$ cat src/rtl/regfile_pkg.sv
// regfile_pkg -- shared definitions for the multi-port register file.
//   state_e        : controller states (INIT sweeps zeros, RUN is normal use)
//   DEF_ADDR_SIZE  : default register address width
//   DEF_WORD_SIZE  : default register data width
package regfile_pkg;

  typedef enum logic {
    INIT = 1'b0,
    RUN  = 1'b1
  } state_e;

  localparam int DEF_ADDR_SIZE = 5;
  localparam int DEF_WORD_SIZE = 64;

endpackage

$ cat src/rtl/regfile_rd_port.sv
// regfile_rd_port -- one registered read port of regfile_mp.
// Optional feature: define REGFILE_BYPASS_EN to make a same-cycle write to
// the addressed register appear on this port (write-through); otherwise the
// port returns the pre-write contents.
// Ports:
//   clk        : clock, rising edge
//   rst        : asynchronous active-low reset, clears the output register
//   run        : register file is in RUN (outputs zero while initialising)
//   rd_addr    : read address for this port
//   mem_rdata  : storage contents at rd_addr
//   wr_en      : effective write this cycle (already excludes register 0)
//   wr_add     : write address
//   wr_data    : write data
//   rd_data    : registered read data
module regfile_rd_port #(
  parameter int ADDR_SIZE = 5,
  parameter int WORD_SIZE = 64,
  parameter int ZERO_REG  = 1
) (
  input  logic                 clk,
  input  logic                 rst,
  input  logic                 run,
  input  logic [ADDR_SIZE-1:0] rd_addr,
  input  logic [WORD_SIZE-1:0] mem_rdata,
  input  logic                 wr_en,
  input  logic [ADDR_SIZE-1:0] wr_add,
  input  logic [WORD_SIZE-1:0] wr_data,
  output logic [WORD_SIZE-1:0] rd_data
);

  logic [WORD_SIZE-1:0] rd_data_q, rd_data_d;
  logic                 byp_hit;

`ifdef REGFILE_BYPASS_EN
  assign byp_hit = wr_en && (wr_add == rd_addr);
`else
  assign byp_hit = 1'b0;
  // Write-address side is only needed for write-through.
  logic unused_wr;
  assign unused_wr = ^{wr_en, wr_add};
`endif

  always_comb begin
    rd_data_d = '0;
    if (run) begin
      if ((ZERO_REG != 0) && (rd_addr == '0)) begin
        rd_data_d = '0;
      end else if (byp_hit) begin
        rd_data_d = wr_data;
      end else begin
        rd_data_d = mem_rdata;
      end
    end
  end

  always_ff @(posedge clk or negedge rst) begin
    if (!rst) begin
      rd_data_q <= '0;
    end else begin
      rd_data_q <= rd_data_d;
    end
  end

  assign rd_data = rd_data_q;

endmodule

$ cat src/rtl/regfile_mp.sv
// regfile_mp -- register file with one write port and NUM_RD registered
// read ports. After reset an INIT sweep writes zero to every entry (one per
// cycle, DEPTH cycles), so the storage array itself carries no reset.
// Optional feature: REGFILE_BYPASS_EN enables write-through on read ports.
// Ports:
//   clk        : clock, rising edge
//   rst        : asynchronous active-low reset
//   RegWrite   : write enable (ignored during INIT)
//   wr_add     : write address
//   wr_data    : write data
//   rd_addr    : packed read addresses, port i at [i*ADDR_SIZE +: ADDR_SIZE]
//   rd_data    : packed registered read data, port i at [i*WORD_SIZE +: WORD_SIZE]
//   init_busy  : high while the zeroing sweep runs
module regfile_mp
  import regfile_pkg::*;
#(
  parameter int ADDR_SIZE = DEF_ADDR_SIZE,
  parameter int WORD_SIZE = DEF_WORD_SIZE,
  parameter int NUM_RD    = 2,
  parameter int ZERO_REG  = 1
) (
  input  logic                           clk,
  input  logic                           rst,
  input  logic                           RegWrite,
  input  logic [ADDR_SIZE-1:0]           wr_add,
  input  logic [WORD_SIZE-1:0]           wr_data,
  input  logic [NUM_RD*ADDR_SIZE-1:0]    rd_addr,
  output logic [NUM_RD*WORD_SIZE-1:0]    rd_data,
  output logic                           init_busy
);

  localparam int                   DEPTH     = 2 ** ADDR_SIZE;
  localparam logic [ADDR_SIZE-1:0] LAST_ADDR = ADDR_SIZE'(DEPTH - 1);

  state_e                 state_q, state_d;
  logic [ADDR_SIZE-1:0]   init_cnt_q, init_cnt_d;
  logic                   run;
  logic                   run_wr;
  logic                   mem_we;
  logic [ADDR_SIZE-1:0]   mem_waddr;
  logic [WORD_SIZE-1:0]   mem_wdata;
  logic [WORD_SIZE-1:0]   mem_q [DEPTH];

  always_comb begin
    state_d    = state_q;
    init_cnt_d = init_cnt_q;
    run_wr     = 1'b0;
    mem_we     = 1'b0;
    mem_waddr  = init_cnt_q;
    mem_wdata  = '0;
    case (state_q)
      INIT: begin
        mem_we     = 1'b1;
        init_cnt_d = init_cnt_q + ADDR_SIZE'(1);
        if (init_cnt_q == LAST_ADDR) begin
          state_d = RUN;
        end
      end
      RUN: begin
        // Writes to register 0 are dropped so it stays zero from the sweep.
        run_wr    = RegWrite && !((ZERO_REG != 0) && (wr_add == '0));
        mem_we    = run_wr;
        mem_waddr = wr_add;
        mem_wdata = wr_data;
      end
      default: state_d = INIT;
    endcase
  end

  always_ff @(posedge clk or negedge rst) begin
    if (!rst) begin
      state_q    <= INIT;
      init_cnt_q <= '0;
    end else begin
      state_q    <= state_d;
      init_cnt_q <= init_cnt_d;
    end
  end

  always_ff @(posedge clk) begin
    if (mem_we) begin
      mem_q[mem_waddr] <= mem_wdata;
    end
  end

  assign run       = (state_q == RUN);
  assign init_busy = (state_q == INIT);

  for (genvar i = 0; i < NUM_RD; i++) begin : g_rd
    regfile_rd_port #(
      .ADDR_SIZE (ADDR_SIZE),
      .WORD_SIZE (WORD_SIZE),
      .ZERO_REG  (ZERO_REG)
    ) u_rd_port (
      .clk       (clk),
      .rst       (rst),
      .run       (run),
      .rd_addr   (rd_addr[i*ADDR_SIZE +: ADDR_SIZE]),
      .mem_rdata (mem_q[rd_addr[i*ADDR_SIZE +: ADDR_SIZE]]),
      .wr_en     (run_wr),
      .wr_add    (wr_add),
      .wr_data   (wr_data),
      .rd_data   (rd_data[i*WORD_SIZE +: WORD_SIZE])
    );
  end

endmodule

$ cat config.mk
export PLATFORM = sky130hd
export DESIGN_NAME = regfile_mp
export DESIGN_NICKNAME = d
export VERILOG_FILES = /design/src/rtl/regfile_pkg.sv /design/src/rtl/regfile_rd_port.sv /design/src/rtl/regfile_mp.sv
export SDC_FILE = /design/constraint.sdc
export NUM_CORES = 2
export LEC_CHECK = 0
export CAP_MARGIN = 10
export CORE_ASPECT_RATIO = 2
export CORE_UTILIZATION = 55
export DETAILED_ROUTE_END_ITERATION = 12
export PLACE_DENSITY = 0.72
export SETUP_SLACK_MARGIN = 0.4
export SLEW_MARGIN = 5
export SYNTH_ARGS = -nofsm -noshare
export SYNTH_HDL_FRONTEND = slang
export SYNTH_SLANG_ARGS = --single-unit
$ cat constraint.sdc
create_clock -name clk -period 7.39 [get_ports clk]
set_clock_uncertainty 0.05 [all_clocks]
set_input_delay 1.478 -clock clk [delete_from_list [all_inputs] [get_ports clk]]
set_output_delay 1.478 -clock clk [all_outputs]
set_load 0.01 [all_outputs]
Word level (Yosys, flattened, before mapping)
Memories as Yosys holds them, arrays and structs flattened.
Index checks and enable logic that the tools add are counted.
{"block": "classes", "add_sub_neg": 1, "eq_ne": 1, "mux": 11, "bitwise": 1, "reduce_logical": 5}
{"operator": "$mux W64", "count": 5}
{"operator": "$logic_not A5 Y1", "count": 3}
{"operator": "$add A5 B1 Y5 const B", "count": 1}
{"operator": "$eq A5 B5 Y1 const B", "count": 1}
{"operator": "$mux W5", "count": 1}
{"operator": "$mux W1", "count": 4}
{"operator": "$pmux W1 S2", "count": 1}
{"operator": "$logic_and A1 B1 Y1", "count": 1}
{"operator": "$logic_not A1 Y1", "count": 1}
{"operator": "$not A1 Y1", "count": 1}
{"block": "word_totals", "register_bits": 134, "ramBits": 2048, "input_bits": 82, "out_inout_bits": 129, "n_memories": 1}
{"name": "mem_q", "depth": 32, "word_bits": 64, "rd": 2, "rd_clocked_by_memory_dff": 0, "wr": 1, "line": "regfile_mp.sv:42", "source": "logic [WORD_SIZE-1:0] mem_q [DEPTH];"}

Longest topological paths before layout
{"block": "depth", "ltp_word": 6, "depth_mapped": 8, "mapped_depth_nobuf": 4}

Modules after synthesis
From an unflattened synthesis, not the netlist that was laid out.
{"block": "unflattened", "cells_unflattened": 4760, "hier_area_um2": 99704.4}
{"mod": "regfile_mp", "n_inst": 1, "cells_each": 4334, "area_each_um2": 95074.9, "seq_area_each_um2": 61649.1}
{"mod": "regfile_rd_port", "n_inst": 2, "cells_each": 213, "area_each_um2": 2314.7, "seq_area_each_um2": 1601.5}

Worst setup path after synthesis
OpenSTA, ideal clock, no wires.
{"block": "synth_timing", "path_type": "input port to flip-flop", "startpoint": "input RegWrite", "endpoint": "memory mem_q[0][0], enable pin", "setup_time_ns": 0.486, "arrival_ns": 4.697, "t_required_ns": 6.854, "path_slack_ns": 2.156, "cell_stages": 4, "n_path_buf": 0, "path_cell_list": "nor2b_1 -> nor3b_1 -> a21oi_1 -> nor2_1"}
{"block": "synth_between", "elab_chain_cells": 4}
{"element": "start, declared", "line": "regfile_mp.sv:24", "source": "input logic RegWrite,"}
{"element": "$logic_and A1 B1 Y1", "line": "regfile_mp.sv:61", "source": "run_wr = RegWrite && !((ZERO_REG != 0) && (wr_add == '0));"}
{"element": "$pmux W1 S2", "line": "regfile_mp.sv:51", "source": "case (state_q)"}
{"element": "$mux W1", "line": "regfile_mp.sv:81", "source": "if (mem_we) begin"}
{"element": "$mux W1 (implied by the code)", "line": "regfile_mp.sv:82", "source": "mem_q[mem_waddr] <= mem_wdata;"}
{"element": "end, declared", "line": "regfile_mp.sv:42"}
Every way passes these cells.

Worst setup path after layout
{"block": "layout_timing", "startpoint": "input rd_addr[8]", "endpoint": "register g_rd[1].u_rd_port.rd_data_q[46]"}
{"block": "layout_between", "elab_chain_cells": 3, "word_cells_on_any_way": 4, "cone_classes": "mux: 2; reduce/logical: 1; memory: 1"}
{"element": "start, declared", "line": "regfile_mp.sv:27", "source": "input logic [NUM_RD*ADDR_SIZE-1:0] rd_addr,"}
{"element": "$mem_v2 Z32 W64 or $logic_not A5 Y1 (tied branches)"}
{"element": "$mux W64 (*)", "line": "regfile_rd_port.sv:46", "source": "if ((ZERO_REG != 0) && (rd_addr == '0)) begin"}
{"element": "$mux W64 (*)", "line": "regfile_rd_port.sv:45", "source": "if (run) begin"}
{"element": "via g_rd[1].u_rd_port.rd_data_d[46]", "line": "regfile_rd_port.sv:31", "source": "logic [WORD_SIZE-1:0] rd_data_q, rd_data_d;"}
{"element": "end signal, assigned", "line": "regfile_rd_port.sv:60", "source": "rd_data_q <= rd_data_d;"}
{"element": "end, declared", "line": "regfile_rd_port.sv:31"}
The timed path passes the listed nets; every way through them passes the cells marked *.
A chain may end at the register's enable or synchronous reset.

==> flow_summary.toml <==
[clocking]
cts_num_sinks = 2182
clk_path_buf_depth = 4
numCtsBuffers = 187
root_buffer = "clkbuf_16"
cts_setup_buffers = 0
cts_tree = "done"
insertion_delay_ns = 0.85
cts_resized = 0
cts_max_level = 4
hold_buffers = 0
clk_pin_slew_ns = 0.07

[worst_hold_path]
hold_class = "reg -> reg"

[logic_synthesis]
synth_warnings = 0
synth-edff-count = 2048
ys_ff_latch = 2182
ys.flop_type = "edfxtp_1"
syn_avg_cell_area_um2 = 18.4
syn-cell-area_um2 = 97300
ys_types = 51
async_reset_ff_share_pct = 6.14
syn_inst = 5291
synth_seq_area_share_pct = 66.7
synth_nets = 5375

[pwr]
netSwitchingFraction_pct = 22.5
p_int_w = 0.0202
clock_power_share_pct = 39.3
p_switching_w = 0.00589
cellPowerDensity_nw_per_um2 = 242
leakage_nw = 35.8
seqPwrFrac_pct = 52.7
combPwrFrac_pct = 8.0
power.ir.vdd_worst_mv = 0.192

[cells_and_area]
syn2layout_area_growth_pct = 11.2
final_common_cell = "edfxtp_1"
layout.nets = 5495
layout_common_cells = "edfxtp_1 (2048), mux2i_1 (772), mux4_2 (637)"
layout-drive-gt1-share_pct = 20.5

[worst_setup_path]
path_cells = "clkdlybuf4s50_1, or3b_4, buf_4, o22ai_1, o21ai_0, nand4_1"
crit_buf_inv = 2
start_kind = "input port"
worstPathRequired_ns = 8.03
cp_top_family = "buffers and inverters"
crit_arrival_ns = 4.78
path_class = "in -> reg"
slowest_stage = "clkdlybuf4s50_1"
critPathMaxFanout = 45
cp_slowest_stage_delay_ns = 1.08
endpoint_kind = "register"

[sta]
hold_viol_final = 0
setup_viol = 0
fin_ws_ns = 3.25
setup_tns_ns = 0
fmax_mhz = 242
rsz0062_at_grt = "false"
fin_crit_sh_pct = 56.0
holdWs_ns = 0.436
period_needed_ns = 4.14
relSlewSlack_pct = 10.2
worst_slew_pin_slew_ns = 1.35
drv_slew = 0

[detailed_routing]
routed_wl_um = 315000
ant_nets = 0
drtPass1Iterations = 6
drc = 0
wl_per_cell_um = 40.0
via_per_inst = 7.55
drtIter0Drc = 8290
vias = 59500

[die]
die_area_um2 = 179000
core_region_area_um2 = 176000
start_util_pct = 55.3
pin_count = 211
rows = 218
die_x_um = 299
die_h_um = 597

[global_route]
grt_pass1_wl_um = 440000
grt_pass1_vias = 61100
grt_start_max_net_pins = 142
met3_usage_pct = 6.57
top_usage_layer = "met2"
gr-total-overflow = 0
track_usage_pct = 35.1
grtUsageMet2_pct = 57.9
antenna_found_initial = 10
grtUsageMet1_pct = 42.8

[status]
status = "completed"

[placed_design]
dpl_worst_slack_ns = 2.53
hpwl_um = 171000
place_congestion = 0.837
portBuffers = 210

[flow_run]
cap_violations = 0
==> registers in the layout, indices dropped and copies added, names as in the netlist <==
register                count
g_rd.u_rd_port.rd_data    128
run                         1
init_cnt_q                  5
mem_q                    2048
==> layer usage <==
layer,part of all wire (%),up-vias,wire [um]
met2,49,4637,155000
met1,33,30900,103000
met5,0.0099,-,31
met3,11,1298,34400
li1,-,22700,-
met4,7.2,6,22600
==> cell usage after synthesis, types with 4 or more instances <==
cell / instances / area (um2)
o21ai_0: 96 / 480
nand2_1: 15 / 56.3
a21oi_1: 67 / 335
a22oi_1: 314 / 2360
nor2b_1: 4 / 25.0
nand2b_1: 5 / 31.3
nand3_1: 4 / 20.0
o21ai_1: 33 / 165
and2_1: 69 / 432
nor2_1: 39 / 146
clkbuf_2: 4 / 20.0
nand4_1: 126 / 788
buf_2: 147 / 736
mux4_2: 637 / 14300
clkbuf_1: 156 / 586
buf_4: 79 / 593
o22ai_1: 383 / 2400
buf_1: 17 / 63.8
nor3b_1: 4 / 30.0
buf_6: 24 / 270
mux2i_1: 772 / 7730
edfxtp_1: 2048 / 61500
and3_1: 65 / 407
dfrtp_1: 134 / 3350
nand3b_1: 5 / 37.5
==> cells by family (layout without fill, tap and decap cells) <==
logic type | Yosys count | count (layout) | synth area share [%]
DFF | 2182 | 2182 | 66.7
muxes | 1412 | 1412 | 22.7
AOI/OAI and AO/OA | 908 | 908 | 6.03
buffers and inverters | 431 | 698 | 2.35
and+or+nand+nor | 353 | 353 | 2.17
xor gates and xnor gates | 3 | 3 | 0.0270
adders and majority gates | 2 | 2 | 0.0257
other | 0 | 5 | 0
==> through the flow <==
step	total power (W)	utilization, %	cells	cell area (um2)
3_3_place_gp	0.0161	57.9	7529	102000
2_1_floorplan	0.0152	-	5291	97300
4_1_cts	0.0261	61.5	7865	108000
5_1_grt	0.0266	61.5	7869	108000
6_report	0.0261	61.5	7873	108000
3_5_place_dp	0.0161	57.9	7529	102000
==> worst reg2reg max path: stages, from the launching register on <==
cell and delay [ns]:
dfrtp_4 0.60, buf_4 0.57, nor2b_1 0.17, a21oi_1 0.28
nand2_1 0.31, nor2_4 0.17, buf_4 0.57, buf_4 0.85
==> layout make-up <==
cell class	count	area, um2
multi-input combinational	2678	30500
tap	2310	2890
antenna	5	12.5
inverter	3	11.3
fill	12200	67800
clock inverter	81	1050
timing repair buffer	359	3640
clock buffer	255	5210
sequential	2182	64900
==> final timing paths <==
path / start / endpoint / slack (ns) / cells after the start
max: rd_addr[8] / g_rd[1].u_rd_port.rd_data[46] / 3.25 / 6
min: init_cnt_q[2] / init_cnt_q[2] / 0.44 / 1
max reg2reg: run / mem_q[16][57] / 3.38 / 7
min reg2reg: init_cnt_q[2] / init_cnt_q[2] / 0.44 / 1
max in group asynchronous: rst / g_rd[1].u_rd_port.rd_data[51] / 5.00 / 2
min in group asynchronous: rst / g_rd[0].u_rd_port.rd_data[38] / 0.65 / 1
==> power groups by stage <==
stage	Combinational (W)	Sequential [W]	Clock (W)
global route	0.00215	0.0138	0.0107
CTS	0.00206	0.0138	0.0103
floorplan	0.00117	0.0140	0
finish	0.00209	0.0138	0.0103
global placement	0.00202	0.0140	0
detailed placement	0.00205	0.0140	0
(Power assumes the default switching activity.)
